<file path="src/rtl/mbist_march_ctrl.sv">
// March C- MBIST sequencer for a single-port SRAM with a 1-cycle wdata register
// and 2-cycle read latency. Element order:
//   E0 up(w0)  E1 up(r0,w1)  E2 up(r1,w0)  E3 down(r0,w1)  E4 down(r1,w0)  E5 up(r0)
// Define MBIST_DIAG_EN to add first-failure capture outputs
// (fail_addr, fail_elem, fail_data, fail_cnt).
module mbist_march_ctrl #(
    parameter int DATA_WIDTH = 8,
    parameter int ADDR_WIDTH = 4,
    parameter int LAST_ADDR  = (1 << ADDR_WIDTH) - 1
) (
    input  logic                  clk,
    input  logic                  rst,
    input  logic                  start,
    output logic                  busy,
    output logic                  done,
    output logic                  pass,
    output logic                  fail,
    output logic                  mem_write_read,
    output logic [ADDR_WIDTH-1:0] mem_address,
    output logic [DATA_WIDTH-1:0] mem_wdata,
    input  logic [DATA_WIDTH-1:0] mem_rdata
`ifdef MBIST_DIAG_EN
    ,
    output logic [ADDR_WIDTH-1:0] fail_addr,
    output logic [2:0]            fail_elem,
    output logic [DATA_WIDTH-1:0] fail_data,
    output logic [7:0]            fail_cnt
`endif
);

    localparam logic [2:0] StIdle   = 3'd0;
    localparam logic [2:0] StBubble = 3'd1;
    localparam logic [2:0] StRun    = 3'd2;
    localparam logic [2:0] StDrain  = 3'd3;
    localparam logic [2:0] StDone   = 3'd4;

    localparam logic [ADDR_WIDTH-1:0] LastAddr = ADDR_WIDTH'(LAST_ADDR);
    localparam logic [ADDR_WIDTH-1:0] AddrOne  = ADDR_WIDTH'(1);
    localparam logic [2:0]            LastElem = 3'd5;

    logic [2:0]            state_q, state_d;
    logic [2:0]            elem_q, elem_d;
    logic                  op_q, op_d;
    logic [ADDR_WIDTH-1:0] addr_q, addr_d;
    logic [DATA_WIDTH-1:0] wdata_q, wdata_d;
    logic                  drain_q, drain_d;
    logic                  fail_q, pass_q;

    // Compare pipeline: {valid, expected bit} follows each op by two cycles
    logic v1_q, v2_q, e1_q, e2_q;

    logic [2:0] elem_nxt;
    logic       two_op, run_write, run_read, last_addr, mis;

    // Element attributes, decoded from the element number
    function automatic logic elem_down(input logic [2:0] e);
        return (e == 3'd3) || (e == 3'd4);
    endfunction

    function automatic logic elem_wval(input logic [2:0] e);
        return (e == 3'd1) || (e == 3'd3);
    endfunction

    function automatic logic elem_rexp(input logic [2:0] e);
        return (e == 3'd2) || (e == 3'd4);
    endfunction

    // Current op decode
    always_comb begin
        elem_nxt  = elem_q + 3'd1;
        two_op    = (elem_q != 3'd0) && (elem_q != LastElem);
        run_write = (elem_q == 3'd0) || (two_op && op_q);
        run_read  = (state_q == StRun) && !run_write;
        last_addr = elem_down(elem_q) ? (addr_q == '0) : (addr_q == LastAddr);
        mis       = v2_q && (mem_rdata != {DATA_WIDTH{e2_q}});
    end

    // Sequencer next state
    always_comb begin
        state_d = state_q;
        elem_d  = elem_q;
        op_d    = op_q;
        addr_d  = addr_q;
        wdata_d = wdata_q;
        drain_d = drain_q;
        case (state_q)
            StIdle: begin
                if (start) begin
                    state_d = StBubble;
                    elem_d  = 3'd0;
                    op_d    = 1'b0;
                    addr_d  = '0;
                    wdata_d = '0;
                end
            end
            StBubble: state_d = StRun;
            StRun: begin
                if (two_op && !op_q) begin
                    op_d = 1'b1;
                end else begin
                    op_d = 1'b0;
                    if (!last_addr) begin
                        addr_d = elem_down(elem_q) ? addr_q - AddrOne : addr_q + AddrOne;
                    end else if (elem_q == LastElem) begin
                        state_d = StDrain;
                        drain_d = 1'b0;
                    end else begin
                        // wdata loaded here is visible during the bubble, ahead of
                        // the memory's one-cycle wdata register
                        state_d = StBubble;
                        elem_d  = elem_nxt;
                        addr_d  = elem_down(elem_nxt) ? LastAddr : '0;
                        wdata_d = {DATA_WIDTH{elem_wval(elem_nxt)}};
                    end
                end
            end
            StDrain: begin
                if (drain_q) state_d = StDone;
                else         drain_d = 1'b1;
            end
            StDone:  state_d = StIdle;
            default: state_d = StIdle;
        endcase
    end

    // Sequencer state registers
    always_ff @(posedge clk or posedge rst) begin
        if (rst) begin
            state_q <= StIdle;
            elem_q  <= 3'd0;
            op_q    <= 1'b0;
            addr_q  <= '0;
            wdata_q <= '0;
            drain_q <= 1'b0;
        end else begin
            state_q <= state_d;
            elem_q  <= elem_d;
            op_q    <= op_d;
            addr_q  <= addr_d;
            wdata_q <= wdata_d;
            drain_q <= drain_d;
        end
    end

    // Read-compare pipeline aligned with the memory's two-cycle read latency
    always_ff @(posedge clk or posedge rst) begin
        if (rst) begin
            v1_q <= 1'b0;
            e1_q <= 1'b0;
            v2_q <= 1'b0;
            e2_q <= 1'b0;
        end else begin
            v1_q <= run_read;
            e1_q <= elem_rexp(elem_q);
            v2_q <= v1_q;
            e2_q <= e1_q;
        end
    end

    // Sticky fail and end-of-test pass result
    always_ff @(posedge clk or posedge rst) begin
        if (rst) begin
            fail_q <= 1'b0;
            pass_q <= 1'b0;
        end else if (state_q == StIdle && start) begin
            fail_q <= 1'b0;
            pass_q <= 1'b0;
        end else begin
            if (mis) fail_q <= 1'b1;
            // Last E5 read compares on the same edge that enters DONE
            if (state_q == StDrain && drain_q) pass_q <= !(fail_q || mis);
        end
    end

`ifdef MBIST_DIAG_EN
    logic [ADDR_WIDTH-1:0] a1_q, a2_q, faddr_q;
    logic [2:0]            el1_q, el2_q, felem_q;
    logic [DATA_WIDTH-1:0] fdata_q;
    logic [7:0]            fcnt_q;

    // First-failure capture, address/element tracked alongside the compare pipeline
    always_ff @(posedge clk or posedge rst) begin
        if (rst) begin
            a1_q    <= '0;
            a2_q    <= '0;
            el1_q   <= 3'd0;
            el2_q   <= 3'd0;
            faddr_q <= '0;
            felem_q <= 3'd0;
            fdata_q <= '0;
            fcnt_q  <= 8'd0;
        end else begin
            a1_q  <= addr_q;
            a2_q  <= a1_q;
            el1_q <= elem_q;
            el2_q <= el1_q;
            if (state_q == StIdle && start) begin
                faddr_q <= '0;
                felem_q <= 3'd0;
                fdata_q <= '0;
                fcnt_q  <= 8'd0;
            end else if (mis) begin
                if (!fail_q) begin
                    faddr_q <= a2_q;
                    felem_q <= el2_q;
                    fdata_q <= mem_rdata;
                end
                if (fcnt_q != 8'hFF) fcnt_q <= fcnt_q + 8'd1;
            end
        end
    end

    assign fail_addr = faddr_q;
    assign fail_elem = felem_q;
    assign fail_data = fdata_q;
    assign fail_cnt  = fcnt_q;
`endif

    assign busy           = (state_q == StBubble) || (state_q == StRun) || (state_q == StDrain);
    assign done           = (state_q == StDone);
    assign pass           = pass_q;
    assign fail           = fail_q;
    assign mem_write_read = (state_q == StRun) && run_write;
    assign mem_address    = addr_q;
    assign mem_wdata      = wdata_q;

endmodule
</file>
<file path="config.mk">
export PLATFORM = sky130hd
export DESIGN_NAME = mbist_march_ctrl
export DESIGN_NICKNAME = d
export VERILOG_FILES = /design/src/rtl/mbist_march_ctrl.sv
export SDC_FILE = /design/constraint.sdc
export NUM_CORES = 1
export LEC_CHECK = 0
export CAP_MARGIN = 25
export CORE_MARGIN = 4
export CORE_UTILIZATION = 40
export DETAILED_ROUTE_END_ITERATION = 6
export GPL_ROUTABILITY_DRIVEN = 0
export PLACE_DENSITY = 0.72
export SKIP_CTS_REPAIR_TIMING = 1
export SLEW_MARGIN = 20
export SYNTH_ARGS = -nofsm -noshare
export SYNTH_HDL_FRONTEND = slang
export SYNTH_SLANG_ARGS = --single-unit
</file>
<file path="constraint.sdc">
create_clock -name clk -period 2.4 [get_ports clk]
set_input_delay 0.48 -clock clk [delete_from_list [all_inputs] [get_ports clk]]
set_output_delay 0.48 -clock clk [all_outputs]
set_load 0.02 [all_outputs]
</file>
==> results.yml, run 1 <==
floorplanning:
  die_y_um: 63.1
  dieArea_um2: 3990
  die_x_um: 63.1
  rows: 19
  io_pins: 28
  core_um2: 2830
  initial_core_util_pct: 43.0
worst_setup_path:
  cp.required_ns: 2.58
  critPathMaxFanout: 7
  critPathTopFamily: "multiplexers"
  end_kind: "register"
  max_stage_delay_ns: 0.42
  critPathBufInv: 1
  crit_chain: "inv_1, ha_2, mux2_4, ha_1, a21o_2, a21oi_2, xor2_1, mux2i_1, o31ai_1"
  cp_slowest_cell: "dfrtp_2"
  arrival_ns: 2.45
  startpoint_type: "register"
  path_class: "register to register"
synth:
  ys.flop_type: "dfrtp_1"
  synth.yosys.seq_area_share_pct: 39.1
  async_flop_share_pct: 100
  yosysWarnings: 0
  synth_top_area_share_pct: 39.1
  synth_edf_count: 0
  synth_area_leaders: "dfrtp_1, ha_1, buf_4"
  synth_cells: 129
  synth_largest_area_cell: "dfrtp_1"
  synth.cell_area_um2: 1220
  synth_nets: 148
  ys_types: 40
  syn_area_per_cell_um2: 9.43
  synth-seq-cells: 19
global_route:
  track_usage_pct: 14.7
  grt_max_degree: 20
  grtUsageMet2_pct: 23.8
  use_met1_pct: 19.2
  grt_pass1_wl_um: 4800
  antenna_found_initial: 0
  grt_overflow: 0
  met3_usage_pct: 4.09
  grt_pass1_vias: 1033
  busiest_layer: "met2"
finish:
  drive_above_1_share_pct: 16.3
  antennaDiodeCount: 0
  utilization_pct: 55.6
  final_cell_mix: "clkdlybuf4s50_1, dfrtp_1, nor2_1"
  nets: 180
  layout_commonest_cell: "clkdlybuf4s50_1"
  area_growth_pct: 29.2
timing:
  tns_ns: 0
  skew_ns: 0.0100
  period_needed_ns: 2.27
  fmax_mhz: 441
  slew_viol_final: 0
  finalSetupViolations: 0
  hold_ws_ns: 0.349
  slew_headroom_pct: 52.3
  period_share_pct: 94.4
  tightest_slew_ns: 0.714
  rsz0062_at_grt: "no"
  hold_viol_final: 0
placement:
  portBuffers: 27
  hpwlAfterDp_um: 2060
routing:
  drt_first_pass_iters: 4
  totalWireLength_um: 2690
  num_vias: 1002
  final_antenna_net_count: 0
  drtIter0Drc: 42
  wl_per_cell_um: 14.1
  vias_per_cell: 5.25
  drc_errors: 0
pwr:
  p_sw_share_pct: 40.8
  p_seq_share_pct: 35.5
  p_per_area_nw_per_um2: 766
  clockPowerShare_pct: 13.7
  power.internal_uw: 713
  peakVddDrop_uv: 381
  p_switching_uw: 491
  fin_total_pwr_mw: 1.20
  power.share.combinational_pct: 50.8
  power.leakage_nw: 0.700
clock_tree:
  cts_tree: "done"
  clk_latency_ns: 0.31
  ctsRootBufferMaster: "clkbuf_4"
  cts_max_path_buffers: 2
  clock_sinks: 19
  clkTransAtPathRegs_ns: 0.11
  cts_buffers: 3
  htreeDepth: 1
worst_hold_path:
  hp-class: "register to register"
flow_run:
  cap_violations: 0
run_status:
  outcome: "finished, final reports clean"
[final timing paths]
path	start	end	slack [ns]	depth (start not counted)
max	elem_q[0]$_DFFE_PP0P_	mem_address[3]$_DFFE_PP0P_	0.13	9
min reg2reg	e1_q$_DFF_PP0_	e2_q$_DFF_PP0_	0.35	0
max reg2reg	elem_q[0]$_DFFE_PP0P_	mem_address[3]$_DFFE_PP0P_	0.13	9
min	e1_q$_DFF_PP0_	e2_q$_DFF_PP0_	0.35	0
max in group asynchronous	rst	elem_q[0]$_DFFE_PP0P_	1.32	2
min in group asynchronous	rst	v2_q$_DFF_PP0_	0.57	2
[cell families after synthesis]
| kind of cell | Yosys count | share of synthesized area (%) |
|---|---|---|
| XOR/XNOR | 2 | 1.44 |
| adder cells (fa/ha/maj) | 9 | 9.67 |
| AO/OA/AOI/OAI | 23 | 14.2 |
| AND/OR/NAND/NOR | 48 | 19.3 |
| buffers and inverters | 20 | 8.74 |
| flip-flops | 19 | 39.1 |
| multiplexers | 8 | 7.51 |
[synthesized netlist by cell type, types with 3 or more instances]
| master | instances |
|---|---|
| buf_4 | 8 |
| mux2i_1 | 5 |
| a21oi_1 | 5 |
| nand4_1 | 4 |
| o31ai_1 | 4 |
| nand3_1 | 3 |
| ha_1 | 7 |
| nor2_1 | 16 |
| inv_1 | 10 |
| a31oi_1 | 3 |
| dfrtp_1 | 19 |
| nand2_1 | 11 |
| nor2b_1 | 3 |
[power by group through the flow]
stage / sequential [mW] / clock, mW / combinational (mW)
floorplan: 0.431 / 0 / 0.373
global placement: 0.428 / 0 / 0.598
detailed placement: 0.432 / 0 / 0.612
finish: 0.427 / 0.165 / 0.612
CTS: 0.426 / 0.175 / 0.616
global route: 0.439 / 0.184 / 0.673
[worst reg2reg max path: stages, from the launching register on]
cell and delay, ns:
dfrtp_2 0.42, inv_1 0.09, ha_2 0.21, mux2_4 0.31
ha_1 0.29, a21o_2 0.22, a21oi_2 0.14, xor2_1 0.19
mux2i_1 0.20, o31ai_1 0.08
[metal layers]
layer  part of all wire [%]  routed length, um  vias up
met5                      0                  0        -
met4                   0.63                 17        0
met1                     46               1240      457
met2                     48               1280       34
li1                       -                  -      507
met3                    5.6                151        4
[final cells by class]
type	instances	area [um2]
Clock inverter	1	5.00
Tap cell	31	38.8
Multi-Input combinational cell	90	643
Inverter	10	37.5
Clock buffer	3	22.5
Timing Repair Buffer	37	348
Sequential cell	19	477
Fill cell	249	1260
[per-stage QoR]
stage	instance area (um2)	std cells	setup slack, ns
floorplan	1220	129	0.188
global placement	1520	185	0.136
detailed placement	1520	185	0.0462
CTS	1540	189	-0.200
global route	1570	191	0.00336
finish	1570	191	0.134
[flip-flops by register name, summed over array words and instances, names as in the netlist]
register and flops:
elem_q 3, e1_q 1, e2_q 1, pass 1, fail 1, mem_address 4, mem_wdata 1, state_q 3
op_q 1, v2_q 1, drain_q 1, v1_q 1
(Power assumes the default switching activity.)
==> run 2: changes to the inputs <==
--- a/config.mk
+++ b/config.mk
@@ -16,3 +16,4 @@
 export SYNTH_ARGS = -nofsm -noshare
 export SYNTH_HDL_FRONTEND = slang
 export SYNTH_SLANG_ARGS = --single-unit
+export TNS_END_PERCENT = 10
==> run 2 against run 1 <==
Flip-flop and latch count unchanged; sequential power is essentially flat; clock skew rose by 0.00098 ns; register-to-register slack is essentially flat; worst hold slack worse by 0.0013 ns; first-iteration DRC count grew 14%; combinational power about the same; core utilization down 0.62 points; critical path depth down 1; power barely moved; clock power hardly changed; cell area down 1.1%.
==> results.yml, run 2 (same netlist as run 1, synthesis figures left out) <==
worst_setup_path:
  cp.required_ns: 2.58
  critPathMaxFanout: 7
  path_class: "register to register"
  r2r-start: "elem_q[0]$_DFFE_PP0P_"
  cp_slowest_cell: "dfrtp_2"
  end_kind: "register"
  crit_chain: "ha_1, mux2_4, ha_1, a21o_2, a21oi_2, xor2_1, mux2i_1, o31ai_1"
  arrival_ns: 2.45
  r2r_end: "mem_address[3]$_DFFE_PP0P_"
  max_stage_delay_ns: 0.45
  startpoint_type: "register"
  rr_worst_depth: 8
  rrSetupSlack_ns: 0.13
  crit_path_frequent_cell: "ha_1"
placement:
  placed_area_um2: 1520
  portBuffers: 27
  hpwlAfterDp_um: 2060
clock_tree:
  cts_max_path_buffers: 2
  clock_sinks: 19
  ctsRootBufferMaster: "clkbuf_4"
  htreeDepth: 1
  clk_latency_ns: 0.31
  cts_tree: "done"
  cts_buffers: 3
  clkTransAtPathRegs_ns: 0.11
timing:
  rsz0062_at_grt: "no"
  hold_viol_final: 0
  finalSetupViolations: 0
  slew_headroom_pct: 52.3
  period_share_pct: 94.6
  skew_ns: 0.0110
  slew_viol_final: 0
  fmax_mhz: 440
  tightest_slew_ns: 0.715
  period_needed_ns: 2.27
floorplanning:
  initial_core_util_pct: 43.0
  die_y_um: 63.1
  die_x_um: 63.1
  rows: 19
  core_um2: 2830
  dieArea_um2: 3990
  io_pins: 28
routing:
  num_vias: 997
  final_antenna_net_count: 0
  drc_errors: 0
  totalWireLength_um: 2680
  drt_first_pass_iters: 4
  wl_per_cell_um: 14.2
  vias_per_cell: 5.28
  drtIter0Drc: 48
worst_hold_path:
  holdPathStages: 0
  hp-class: "register to register"
  hold_start: "e1_q$_DFF_PP0_"
  whs_endpoint: "e2_q$_DFF_PP0_"
global_route:
  antenna_found_initial: 0
  grt_overflow: 0
  grt_max_degree: 20
  grt_pass1_wl_um: 4800
  grt_pass1_vias: 1033
  track_usage_pct: 14.7
finish:
  drive_above_1_share_pct: 15.2
  antennaDiodeCount: 0
  layout_commonest_cell: "clkdlybuf4s50_1"
  nets: 178
  final_area_um2: 1550
  area_growth_pct: 27.8
  largest_register_ff_count: 4
  final_cell_mix: "clkdlybuf4s50_1, dfrtp_1, nor2_1"
flow_run:
  cap_violations: 0
pwr:
  p_seq_share_pct: 35.5
  peakVddDrop_uv: 380
  power.internal_uw: 713
  p_sw_share_pct: 40.9
  power.share.combinational_pct: 50.8
  clockPowerShare_pct: 13.7
  power.leakage_nw: 0.693
  fin_total_pwr_mw: 1.20
  p_switching_uw: 492
  p_per_area_nw_per_um2: 775
run_status:
  outcome: "finished, final reports clean"
[run 2: critical path, delay by kind of cell (launching register included)]
family          cells  cell delay, ns
compound gates      3            0.44
xor+xnor            1            0.19
fa+ha+maj           2            0.54
flops               1            0.45
mux                 2            0.54
[run 2: layout make-up]
type,instances,area [um2]
clock buffers,3,22.5
clock inverters,1,5.00
fillers,249,1270
inverters,10,37.5
multi-input cells,90,641
flip-flops and latches,19,477
well taps,31,38.8
repair buffers,35,333
[run 2: how the worst max path moves through the flow]
stage	from	end	slack [ns]	depth (start not counted)
global placement	elem_q[0]$_DFFE_PP0P_	mem_address[3]$_DFFE_PP0P_	0.14	9
CTS	elem_q[0]$_DFFE_PP0P_	mem_write_read	-0.20	6
finish	elem_q[0]$_DFFE_PP0P_	mem_address[3]$_DFFE_PP0P_	0.13	8
global route	elem_q[0]$_DFFE_PP0P_	mem_address[3]$_DFFE_PP0P_	0.01	8
floorplan	elem_q[0]$_DFFE_PP0P_	mem_address[3]$_DFFE_PP0P_	0.19	9
detailed placement	elem_q[0]$_DFFE_PP0P_	mem_address[3]$_DFFE_PP0P_	0.05	9
[run 2: layer usage]
| layer | wire [um] | global-route usage [%] |
|---|---|---|
| met1 | 1220 | 19.2 |
| met3 | 153 | 4.09 |
| met4 | 21 | 3.58 |
| met2 | 1290 | 23.8 |
| met5 | 0 | 0 |
[run 2: power by group through the flow]
stage / combinational [mW] / clock (mW) / sequential, mW
finish: 0.612 / 0.165 / 0.428
global route: 0.673 / 0.184 / 0.439
CTS: 0.616 / 0.175 / 0.426
detailed placement: 0.612 / 0 / 0.432
global placement: 0.598 / 0 / 0.428
floorplan: 0.373 / 0 / 0.431
[run 2: stage by stage]
step / setup TNS, ns / utilization, % / worst slack (ns) / cells / hold slack [ns]
global placement: 0 / 53.6 / 0.136 / 185 / 0.335
CTS: -0.200 / 54.6 / -0.200 / 189 / 0.362
floorplan: 0 / - / 0.188 / 129 / 0.331
finish: 0 / 54.9 / 0.129 / 189 / 0.347
global route: 0 / 54.9 / 0.0104 / 189 / 0.373
detailed placement: 0 / 53.6 / 0.0462 / 185 / 0.336
